$ cat src/rtl/phase_accum_encoder.sv
// Fixed-point phase accumulator feeding the 4-bit phase code to the multiphase clock-select decoder.
// Latency: run to first acc change is 2 edges; x_s1/phase_frac/wrap are registered.
// Backpressure: single-entry step slot; step_ready low while a step waits for a safe apply point.
module phase_accum_encoder #(
    parameter int FRAC_W = 8,
    localparam int AW = 4 + FRAC_W
) (
    input  logic              clk,
    input  logic              rst,
    input  logic              run,
    input  logic [AW-1:0]     step_in,
    input  logic              step_valid,
    output logic              step_ready,
    output logic [3:0]        x_s1,
    output logic [FRAC_W-1:0] phase_frac,
    output logic              wrap,
    output logic              busy
);

    typedef enum logic [1:0] {
        IDLE = 2'd0,
        RUN  = 2'd1,
        STOP = 2'd2
    } state_t;

    state_t        state, state_nxt;
    logic [AW-1:0] acc, acc_nxt;
    logic [AW-1:0] step;
    logic [AW-1:0] pend;
    logic          pend_full;
    logic          wrap_nxt;
    logic          apply;
    logic          xfer;
    logic [AW:0]   sum_full;
    logic [AW-1:0] sum;
    logic          carry;
    logic          step_zero;

    always_comb begin
        sum_full  = {1'b0, acc} + {1'b0, step};
        sum       = sum_full[AW-1:0];
        carry     = sum_full[AW];
        step_zero = (step == '0);
        xfer      = step_valid & ~pend_full;
    end

    // A pending step only lands where it cannot shift the current phase
    // mid-cycle: while idle, on a wrap, or when a zero step means no wrap will come.
    always_comb begin
        state_nxt = state;
        acc_nxt   = acc;
        wrap_nxt  = 1'b0;
        apply     = 1'b0;
        case (state)
            IDLE: begin
                apply = pend_full;
                if (run) state_nxt = RUN;
            end
            RUN: begin
                apply    = pend_full & (carry | step_zero);
                acc_nxt  = sum;
                wrap_nxt = carry;
                if (!run) state_nxt = STOP;
            end
            STOP: begin
                apply = pend_full & (carry | step_zero);
                if (run) begin
                    state_nxt = RUN;
                    acc_nxt   = sum;
                    wrap_nxt  = carry;
                end else if (step_zero) begin
                    state_nxt = IDLE;
                    acc_nxt   = '0;
                end else if (carry) begin
                    state_nxt = IDLE;
                    acc_nxt   = '0;
                    wrap_nxt  = 1'b1;
                end else begin
                    acc_nxt = sum;
                end
            end
            default: begin
                state_nxt = IDLE;
                acc_nxt   = '0;
            end
        endcase
    end

    always_ff @(posedge clk) begin
        if (rst) begin
            state     <= IDLE;
            acc       <= '0;
            step      <= '0;
            pend      <= '0;
            pend_full <= 1'b0;
            wrap      <= 1'b0;
        end else begin
            state <= state_nxt;
            acc   <= acc_nxt;
            wrap  <= wrap_nxt;
            if (apply) begin
                step      <= pend;
                pend_full <= 1'b0;
            end else if (xfer) begin
                pend      <= step_in;
                pend_full <= 1'b1;
            end
        end
    end

    assign step_ready = ~pend_full;
    assign x_s1       = acc[AW-1:AW-4];
    assign phase_frac = acc[FRAC_W-1:0];
    assign busy       = (state != IDLE);

endmodule

$ cat config.mk
export PLATFORM = sky130hd
export DESIGN_NAME = phase_accum_encoder
export DESIGN_NICKNAME = d
export VERILOG_FILES = /design/src/rtl/phase_accum_encoder.sv
export SDC_FILE = /design/constraint.sdc
export NUM_CORES = 1
export LEC_CHECK = 0
export ABC_AREA = 0
export ABC_CLOCK_PERIOD_IN_PS = 2500
export BUFFER_PORTS_ARGS = -buffer_cell sky130_fd_sc_hd__buf_4
export CORE_UTILIZATION = 46
export DETAILED_ROUTE_END_ITERATION = 8
export PLACE_DENSITY = 0.76
export SLEW_MARGIN = 10
export SYNTH_ARGS = -nofsm -noshare
export SYNTH_HDL_FRONTEND = slang
export SYNTH_SLANG_ARGS = --single-unit
$ cat constraint.sdc
create_clock -name clk -period 2.5 [get_ports clk]
set_clock_uncertainty 0.15 [all_clocks]
set_input_delay 0.125 -clock clk [delete_from_list [all_inputs] [get_ports clk]]
set_output_delay 0.125 -clock clk [all_outputs]
set_load 0.02 [all_outputs]
Word level (Yosys, flattened, before mapping)
Cells that the tools add are included.

Flip-flop bits (word level): 40. Bits in latches: 0. RAM bits: 0. Bits in read-only memories: 0. Input bits: 16. Output and inout port bits: 15. Word-level logic and storage cells: 39. Memories: 0.

Add/sub/neg operators: 1. $mul: 0. Divide/modulo/power cells: 0. Magnitude comparators: 0. Equal/unequal tests: 5. Shift operators: 0. Mux-type cells: 15. Bitwise operators: 5. Reduce and logical (&&, ||, !) cells: 7.

Operators by type and width (number): 12-bit two-way mux (3); 12-bit one-hot mux with 3 select lines (1); 12-bit by 12-bit adder with 13-bit output (1); 12-bit zero test (1); 2-bit two-way mux (5); 2-bit one-hot mux with 3 select lines (1); 2-bit inequality test, second input constant (2); 4-bit inequality test, second input constant (1); 1-bit one-hot mux with 2 select lines (2); 2-bit OR reduction (2); 1-bit two-way mux (3); 3-bit AND reduction (1); 1-bit AND (2); 2-bit by 1-bit == test with 1-bit output, second input constant (1); 2-bit == test, second input constant (1); 2-bit zero test (1); 1-bit inverter (2); 2-bit AND reduction (1); 2-bit nonzero test (1); 1-bit bitwise OR (1).

Longest topological paths before layout
Gate-level depths: netlist of run 1.

Depth after elaboration: 6. Gate-level depth with buffers: 9. Depth with buffers taken out: 8.

Least setup slack after synthesis of run 1
No wires, ideal clock.

Kind: register to register. From: reg acc[0]. To: reg acc[3]. Setup time: 0.070 ns. Arrival: 2.480 ns. Required time: 2.280 ns. Path slack: -0.201 ns. Cell stages (with the launch flop): 9. Path buffers: 0. Clock period less this slack: 2.701 ns. Cell sequence: dfxtp_1 -> ha_1 -> fa_1 -> a211oi_2 -> nor2_2 -> o211ai_4 -> a41oi_4 -> or4_1 -> a21oi_1.

Longest elaborated chain between the ends: 5.

RTL lines: from (decl) (RTL line 27) `logic [AW-1:0] acc, acc_nxt;`; from (signal assigned) (RTL line 99) `acc <= acc_nxt;`; 12-bit by 12-bit adder with 13-bit output * (RTL line 40) `sum_full = {1'b0, acc} + {1'b0, step};`; 12-bit two-way mux (RTL line 74) `end else if (carry) begin`; 12-bit two-way mux (RTL line 71) `end else if (step_zero) begin`; 12-bit two-way mux (RTL line 67) `if (run) begin`; 12-bit one-hot mux with 3 select lines * (RTL line 54) `case (state)`.

Every way passes the cells marked *; elsewhere a longest branch is shown, timed or not. A chain may end at the register's enable or synchronous reset.

Worst setup path after layout of run 1
Ends and elaborated chain as after synthesis.

==> results.cfg, run 1 <==
[run_status]
outcome = complete, but fails checks
violations = setup timing

[floorplanning]
fp-row-count = 24
initial_utilization = 0.484
core_area_um2 = 4380
ios = 31
die_area_um2 = 4890
die_x_um = 69.9
die_h_um = 69.9

[critical_path]
worstPathRequired_ns = 2.58
path_cells = ha_4, fa_2, a211oi_4, nor2_4, o211ai_4, a41oi_4, or4_1, a21oi_1
crit_path_max_incr_delay_ns = 0.54
arrival_ns = 2.63
path_buf_inv = 0
crit_slowest_cell = or4_1
worstSetupPathType = reg2reg
cp_top_family = compound AO/OA/AOI/OAI gates
start_kind = flop
cp_max_fo = 4
rrSetupSlack_ns = -0.04
crit_path_end_kind = flop

[sta]
rsz0062_at_grt = true
fin_setup_tns_ns = -0.107
worst_slack_ns = -0.0449
fin_crit_sh = 1.02
relSlewSlack = 0.467
max_freq_mhz = 393
hold_viol = 0
finalMaxSlewViolations = 0
setup_viol = 5
worstMarginPinSlew_ns = 0.798
fin_crit_ns = 2.54

[global_routing]
grt_pass1_vias = 1843
grt_pass1_wl_um = 7920
antenna_found_initial = 0
grt_max_degree = 45
grt-ovfl-total = 0
gr-usage-all-layers = 0.204

[clock_network]
clock_sinks = 40
insertion_delay_ns = 0.30
clock_path_buffers = 2
cts_inserted_buffers = 5
cts_tree = done
path_clk_slew_ns = 0.08
htree_levels = 2
clock-root-buffer = clkbuf_8

[drt]
first_iter_violations = 89
wl_per_cell_um = 14.5
first_pass_iters = 4
vias = 1949
vias_per_cell = 5.46
ant_nets = 0
wl_um = 5190
drcViolationCount = 0

[logic_synthesis]
synth_area_per_cell_um2 = 8.48
netlist_instances = 250
syn_nets = 283
yosys_register_bits = 40
ys_types = 37
yosysSeqAreaShare = 0.378
yosysWarnings = 0
syn-cell-area_um2 = 2120

[pwr]
power_w = 0.00151
irDropWorstVdd_uv = 455
power.leakage_nw = 1.12
power_density_nw_per_um2 = 525

[layout]
final_common_cell = nand2_1
final_cell_mix = 45 x nand2_1, 39 x buf_4, 38 x dfxtp_1
syn_to_final_growth_pct = 35.9
num-nets-final = 337
layout-drive-gt1-share = 0.246
diodes = 0
fin_area_um2 = 2880

[placement]
numPortBuffers = 30
dpl-instance-area_um2 = 2420
place.gp.congestion = 0.838
dpl.hpwl_um = 3220

[worst_hold_path]
hp-class = in2reg

[run]
maxCapViolCount = 0
layer usage:
metal  global-route usage  up-vias  share of wire
met5                    0        -              0
li1                     -      985              -
met1                0.247      890           0.44
met4               0.0956        0          0.028
met3               0.0390       16          0.040
met2                0.346       58           0.49
final timing paths:
| path | startpoint | cells after the start | endpoint |
|---|---|---|---|
| min reg2reg | pend[4] | 2 | pend[4] |
| max | acc[0] | 8 | acc[3] |
| min | rst | 2 | acc[8] |
| max reg2reg | acc[0] | 8 | acc[3] |
timing repair:
action,CTS,global route
hold endpoints to repair,14,0
setup endpoints to repair,5,24
gates resized for setup,2,20
gates cloned,0,1
hold buffers,14,0
pin swaps,4,11
buffers inserted,3,4
flip-flops by register name (all words and copies together), names as in the netlist:
register	flops
acc	12
pend_full	1
state	2
step	12
pend	12
wrap	1
cells in the mapped netlist, drive strengths merged:
library cell   n  area (µm²)
o22ai          3        18.8
o21ai          9        45.0
mux2i         12         120
o32ai          1        8.76
xor2           4        35.0
nand3          2        10.0
dfxtp         40         801
nand4          2        12.5
a21o           3        22.5
buf            1        11.3
nand2         45         169
nor2b          3        18.8
nand2b         2        12.5
a211oi         4        35.0
clkbuf         9        33.8
a2111oi        1        27.5
inv            5        18.8
or3            6        37.5
o211ai         2        28.8
fa             1        20.0
a41oi          1        27.5
a31oi          1        6.26
o21bai         3        22.5
nor4b          1        8.76
nor3           3        15.0
nand3b         2        15.0
and3           1        6.26
a21oi         32         160
ha            16         200
nor4           3        18.8
or4            3        22.5
xnor2          4        35.0
nor2          25        96.4
final cells by class:
type / instances / area [µm²]
inverters: 5 / 18.8
fillers: 343 / 1500
flip-flops and latches: 40 / 803
clock buffers: 6 / 82.6
repair buffers: 57 / 500
clock inverters: 2 / 38.8
well taps: 52 / 65.1
multi-input cells: 195 / 1370
kinds of logic (layout without fill, tap and decap cells):
kind of cell / Yosys count / in the layout / share of synthesized area
multiplexers: 12 / 12 / 0.0566
AND/OR/NAND/NOR: 98 / 98 / 0.209
XOR/XNOR: 8 / 8 / 0.0330
buffers and inverters: 15 / 70 / 0.0301
flip-flops: 40 / 40 / 0.378
AO/OA/AOI/OAI: 60 / 60 / 0.190
adder cells (fa/ha/maj): 17 / 17 / 0.104
metrics by stage:
step,hold slack (ns),instances,utilization,worst slack (ns)
after floorplan,0.111,250,-,0.00365
after global placement,0.221,327,0.553,0.0620
after detailed placement,0.231,327,0.553,0.00380
after CTS,0.107,352,0.619,-0.00211
after global routing,0.129,357,0.658,-0.104
final,0.114,357,0.658,-0.0449
worst register-to-register path, stage by stage (launching register included):
cell      delay [ns]
dfxtp_2         0.34
ha_4            0.16
fa_2            0.37
a211oi_4        0.30
nor2_4          0.08
o211ai_4        0.23
a41oi_4         0.17
or4_1           0.54
a21oi_1         0.13
report_power, final:
group | total (W) | internal (W) | switching [W]
Sequential | 0.000678 | 0.000660 | 0.0000177
Combinational | 0.000266 | 0.000127 | 0.000139
Clock | 0.000570 | 0.000327 | 0.000244
Total | 0.00151 | 0.00111 | 0.000400
(Power assumes the default switching activity.)
==> run 2, diff against run 1 <==
--- a/config.mk
+++ b/config.mk
@@ -9,6 +9,7 @@
 export ABC_CLOCK_PERIOD_IN_PS = 2500
 export BUFFER_PORTS_ARGS = -buffer_cell sky130_fd_sc_hd__buf_4
 export CORE_UTILIZATION = 46
+export CTS_BUF_LIST = sky130_fd_sc_hd__clkbuf_2
 export DETAILED_ROUTE_END_ITERATION = 8
 export PLACE_DENSITY = 0.76
 export SLEW_MARGIN = 10
==> run 2 against run 1 <==
Critical endpoint unchanged. Critical path type unchanged. Largest cell class unchanged. The run now ends clean. Routed wire length down 1.8%. Critical path depth stayed put. Highest routed layer unchanged. Clock power decreased by 30%.
==> results.cfg, run 2 (synthesis results as in run 1) <==
[drt]
wl_um = 5090
wl_met2_um = 2530
wl_per_cell_um = 14.0
ant_nets = 0
first_pass_iters = 4
vias = 1963
maxUsedRoutingLayer = met4
vias_per_cell = 5.38
wl_met3_um = 132
m1WireLength_um = 2360
first_iter_violations = 45
drcViolationCount = 0

[critical_path]
cp_max_fo = 4
worstPathRequired_ns = 2.71
start_kind = flop
worstSetupPathType = reg2reg
arrival_ns = 2.70
crit_slowest_cell = or4_1
path_cells = ha_4, fa_2, a211oi_4, nor2_4, o211ai_4, a41oi_4, or4_1, a21oi_1
crit_path_end_kind = flop
crit_path_max_incr_delay_ns = 0.50

[clock_network]
cts_tree = done
clock_path_buffers = 2
clock-root-buffer = clkbuf_2
insertion_delay_ns = 0.42
clock_sinks = 40
path_clk_slew_ns = 0.21
htree_levels = 2
cts_inserted_buffers = 5

[layout]
syn_to_final_growth_pct = 35.4
layout-drive-gt1-share = 0.236
final_common_cell = nand2_1
num-nets-final = 345
reg.largest.list = acc (12), pend (12), step (12)
n_fill_cell = 357
diodes = 0
final_cell_mix = 45 x nand2_1, 40 x buf_4, 36 x dfxtp_1
fin_util = 0.655

[sta]
max_freq_mhz = 401
hold_viol = 0
fin_crit_sh = 0.998
fin_crit_ns = 2.49
fin_setup_tns_ns = 0
relSlewSlack = 0.470
rsz0062_at_grt = true
finalMaxSlewViolations = 0
setup_viol = 0
worstMarginPinSlew_ns = 0.793

[run_status]
outcome = complete, no violations

[global_routing]
antenna_found_initial = 0
gr-usage-all-layers = 0.206
grt_pass1_vias = 1848
grt-ovfl-total = 0
grt_pass1_wl_um = 8070
grt_max_degree = 45

[pwr]
power.leakage_nw = 1.16
power_density_nw_per_um2 = 465
irDropWorstVdd_uv = 423

[floorplanning]
ios = 31
die_h_um = 69.9
die_x_um = 69.9
initial_utilization = 0.484
core_area_um2 = 4380
die_area_um2 = 4890
fp-row-count = 24

[run]
maxCapViolCount = 0

[placement]
place.gp.congestion = 0.838
dpl.hpwl_um = 3220
numPortBuffers = 30

[worst_hold_path]
hp-class = reg2reg
==> run 2: cell count changes in the layout (fill, tap and decap cells not counted), sizes merged <==
cell | before | now
clkinv | 1 | 2
clkbuf | 7 | 5
dlygate4sd3 | 14 | 23
==> run 2: what timing repair did <==
action                                  CTS  global route
gates resized for setup                   2            20
setup buffers                             5             2
hold buffers                             21             2
pin swaps                                 4            13
hold endpoints to repair                 34             8
endpoints found under the setup margin    8            24
==> run 2: worst paths after layout <==
kind                              start  endpoint  slack, ns  cells after the start
worst max-delay path             acc[0]    acc[3]      0.006                      8
worst min-delay path            pend[1]   pend[1]       0.32                      2
worst max register to register   acc[0]    acc[3]      0.006                      8
worst min register to register  pend[1]   pend[1]       0.32                      2
==> run 2: cell type report <==
class | count | area (µm²) | share of cell area
repair buffers | 65 | 562 | 0.196
clock inverters | 3 | 42.5 | 0.0148
clock buffers | 5 | 25.0 | 0.00871
well taps | 52 | 65.1 | 0.0227
flip-flops and latches | 40 | 806 | 0.281
multi-input cells | 195 | 1350 | 0.471
inverters | 5 | 18.8 | 0.00654
==> run 2: power breakdown <==
part           internal, W  switching (W)  leakage, nW
Combinational     0.000122       0.000136        0.790
Clock             0.000168       0.000230       0.0406
Sequential        0.000663      0.0000168        0.327
==> run 2: routing by layer <==
metal  global-route usage  up-vias
met3               0.0346        8
met2                0.361       38
li1                     -     1007
met5                    0        -
met4               0.0667        0
met1                0.256      910
==> run 2: per-stage QoR <==
| step | setup slack (ns) | power (W) | area (µm²) | hold slack [ns] | std cells |
|---|---|---|---|---|---|
| 6_report | 0.00624 | 0.00133 | 2870 | 0.322 | 365 |
| 3_3_place_gp | 0.0620 | 0.000903 | 2420 | 0.221 | 327 |
| 4_1_cts | -0.00498 | 0.00133 | 2740 | -0.0354 | 361 |
| 5_1_grt | -0.0540 | 0.00139 | 2870 | 0.309 | 365 |
| 3_5_place_dp | 0.00380 | 0.000909 | 2420 | 0.231 | 327 |
| 2_1_floorplan | 0.00365 | 0.000838 | 2130 | 0.111 | 250 |
==> run 2: critical path, delay by kind of cell (launching register included) <==
kind	cells	cell delay (ns)
adder cells (fa/ha/maj)	2	0.52
AO/OA/AOI/OAI	4	0.82
flip-flops	1	0.38
AND/OR/NAND/NOR	2	0.57
==> run 3, diff against run 2 <==
--- a/config.mk
+++ b/config.mk
@@ -8,10 +8,13 @@
 export ABC_AREA = 0
 export ABC_CLOCK_PERIOD_IN_PS = 2500
 export BUFFER_PORTS_ARGS = -buffer_cell sky130_fd_sc_hd__buf_4
-export CORE_UTILIZATION = 46
+export CELL_PAD_IN_SITES_DETAIL_PLACEMENT = 1
+export CELL_PAD_IN_SITES_GLOBAL_PLACEMENT = 2
+export CORE_UTILIZATION = 32
 export CTS_BUF_LIST = sky130_fd_sc_hd__clkbuf_2
+export CTS_CLUSTER_DIAMETER = 80
 export DETAILED_ROUTE_END_ITERATION = 8
-export PLACE_DENSITY = 0.76
+export PLACE_DENSITY = 0.85
 export SLEW_MARGIN = 10
 export SYNTH_ARGS = -nofsm -noshare
 export SYNTH_HDL_FRONTEND = slang
==> run 3 against run 2 <==
Sequential share of layout area fell by 1.7 points. Setup slack got worse by 0.015 ns. Utilization fell by 17 points. Die area rose by 42%. Final cell count rose by 11%. Fmax fell by 0.60%. Count of clock-buffer cells in the layout did not move. Global-route usage fell by 2.2 points. Largest power group unchanged. The flow now finishes with violations (hold timing, setup timing). Design area rose by 8.8%. Largest cell class unchanged.
==> results.cfg, run 3 (synthesis results as in run 1) <==
[layout]
n_fill_cell = 756
final_common_cell = buf_4
fin_area_um2 = 3120
final_cell_mix = 49 x buf_4, 45 x nand2_1, 30 x a21oi_1
fin_util = 0.489
layout-drive-gt1-share = 0.293
reg.largest.list = acc (12), pend (12), step (12)
syn_to_final_growth_pct = 47.3
diodes = 0
num-nets-final = 360

[global_routing]
grt_max_degree = 35
met1_usage = 0.227
antenna_found_initial = 0
top_usage_layer = met2
grt_pass1_vias = 2116
grt_pass1_wl_um = 10300
grt_util_met2 = 0.327
globalRouteMet3Util = 0.0417
gr-usage-all-layers = 0.184
grt-ovfl-total = 0

[drt]
vias_per_cell = 5.10
ant_nets = 0
first_pass_iters = 4
first_iter_violations = 124
wl_um = 6410
drcViolationCount = 0
wl_per_cell_um = 15.8
vias = 2064

[placement]
place.gp.congestion = 0.812
numPortBuffers = 30
dpl-instance-area_um2 = 2510
dpl.hpwl_um = 4150

[floorplanning]
die_h_um = 83.4
die_area_um2 = 6960
initial_utilization = 0.332
fp-row-count = 29
core_area_um2 = 6390
ios = 31
die_x_um = 83.4

[worst_hold_path]
hp-class = in2reg

[run]
maxCapViolCount = 0

[run_status]
violations = hold timing, setup timing
outcome = complete, but fails checks

[clock_network]
clock-root-buffer = clkbuf_2
clock_path_buffers = 2
path_clk_slew_ns = 0.21
cts_inserted_buffers = 5
cts_tree = done
insertion_delay_ns = 0.42
holdBufCountCts = 27
htree_levels = 2
clock_sinks = 40

[critical_path]
cp_top_family = adder cells
crit_path_frequent_cell = buf_4
worstPathRequired_ns = 2.67
crit_slowest_cell = dfxtp_4
crit_path_max_incr_delay_ns = 0.40
arrival_ns = 2.68
path_buf_inv = 3
worstSetupPathType = reg2reg
path_cells = ha_4, fa_2, a211oi_4, nor2_2, o211ai_4, buf_4, a2111oi_4, buf_4, clkbuf_16, mux2i_1, nor2_1
start_kind = flop
crit_path_end_kind = flop
cp_max_fo = 6

[sta]
fin_crit_sh = 1.00
setup_viol = 3
finalMaxSlewViolations = 0
relSlewSlack = 0.468
rsz0062_at_grt = true
worstMarginPinSlew_ns = 0.796
worst_slack_ns = -0.00880
hold_viol = 10
fin_crit_ns = 2.51
max_freq_mhz = 399
hold_ws_ns = -0.0425

[pwr]
irDropWorstVdd_uv = 321
power.leakage_nw = 1.25
power_density_nw_per_um2 = 441
-- run 3: cell count changes in the layout (fill, tap and decap cells not counted), sizes merged --
cell	change
dlygate4sd3	+4
buf	+10
clkbuf	+1
-- run 3: worst register-to-register path, cell delays in order (launching register included) --
cell	delay, ns
dfxtp_4	0.40
ha_4	0.16
fa_2	0.36
a211oi_4	0.26
nor2_2	0.10
o211ai_4	0.20
buf_4	0.17
a2111oi_4	0.06
buf_4	0.18
clkbuf_16	0.16
mux2i_1	0.15
nor2_1	0.06
-- run 3: final cells by class --
type	instances	area [µm²]	area share
timing repair buffer	80	706	0.226
tap	77	96.3	0.0308
clock inverter	3	42.5	0.0136
inverter	5	18.8	0.00601
sequential	40	823	0.264
clock buffer	5	25.0	0.00801
multi-input combinational	195	1410	0.452
-- run 3: worst paths after layout --
path	slack, ns	cells after the start	end	from
max	-0.009	11	step[6]	acc[0]
min	-0.04	2	acc[7]	rst
max reg2reg	-0.009	11	step[6]	acc[0]
min reg2reg	0.36	2	acc[2]	acc[2]
-- run 3: per-stage QoR --
stage          setup slack, ns  instances  TNS [ns]  total power (W)
6_report              -0.00880        405   -0.0157          0.00138
5_1_grt                 -0.103        405     -1.37          0.00144
4_1_cts                -0.0624        401    -0.361          0.00136
3_5_place_dp           -0.0463        360    -0.165         0.000921
3_3_place_gp            0.0498        360         0         0.000913
2_1_floorplan          0.00365        250         0         0.000838
-- run 3: power by group --
part,internal [W],switching [W]
sequential,0.000660,0.0000189
clock,0.000168,0.000235
combinational,0.000146,0.000151
total,0.000974,0.000404
-- run 3: layer usage --
layer | share of wire | routed length, µm
met1 | 0.47 | 2980
met2 | 0.51 | 3240
met3 | 0.022 | 143
met4 | 0.0066 | 42
met5 | 0 | 0
-- run 3: timing repair --
action                                 in CTS  in global routing
setup buffers                               6                  3
setup endpoints to repair                  11                 26
pin swaps                                  16                  7
gates cloned                                0                  1
endpoints found under the hold margin      26                 11
gates resized for setup                     9                 29
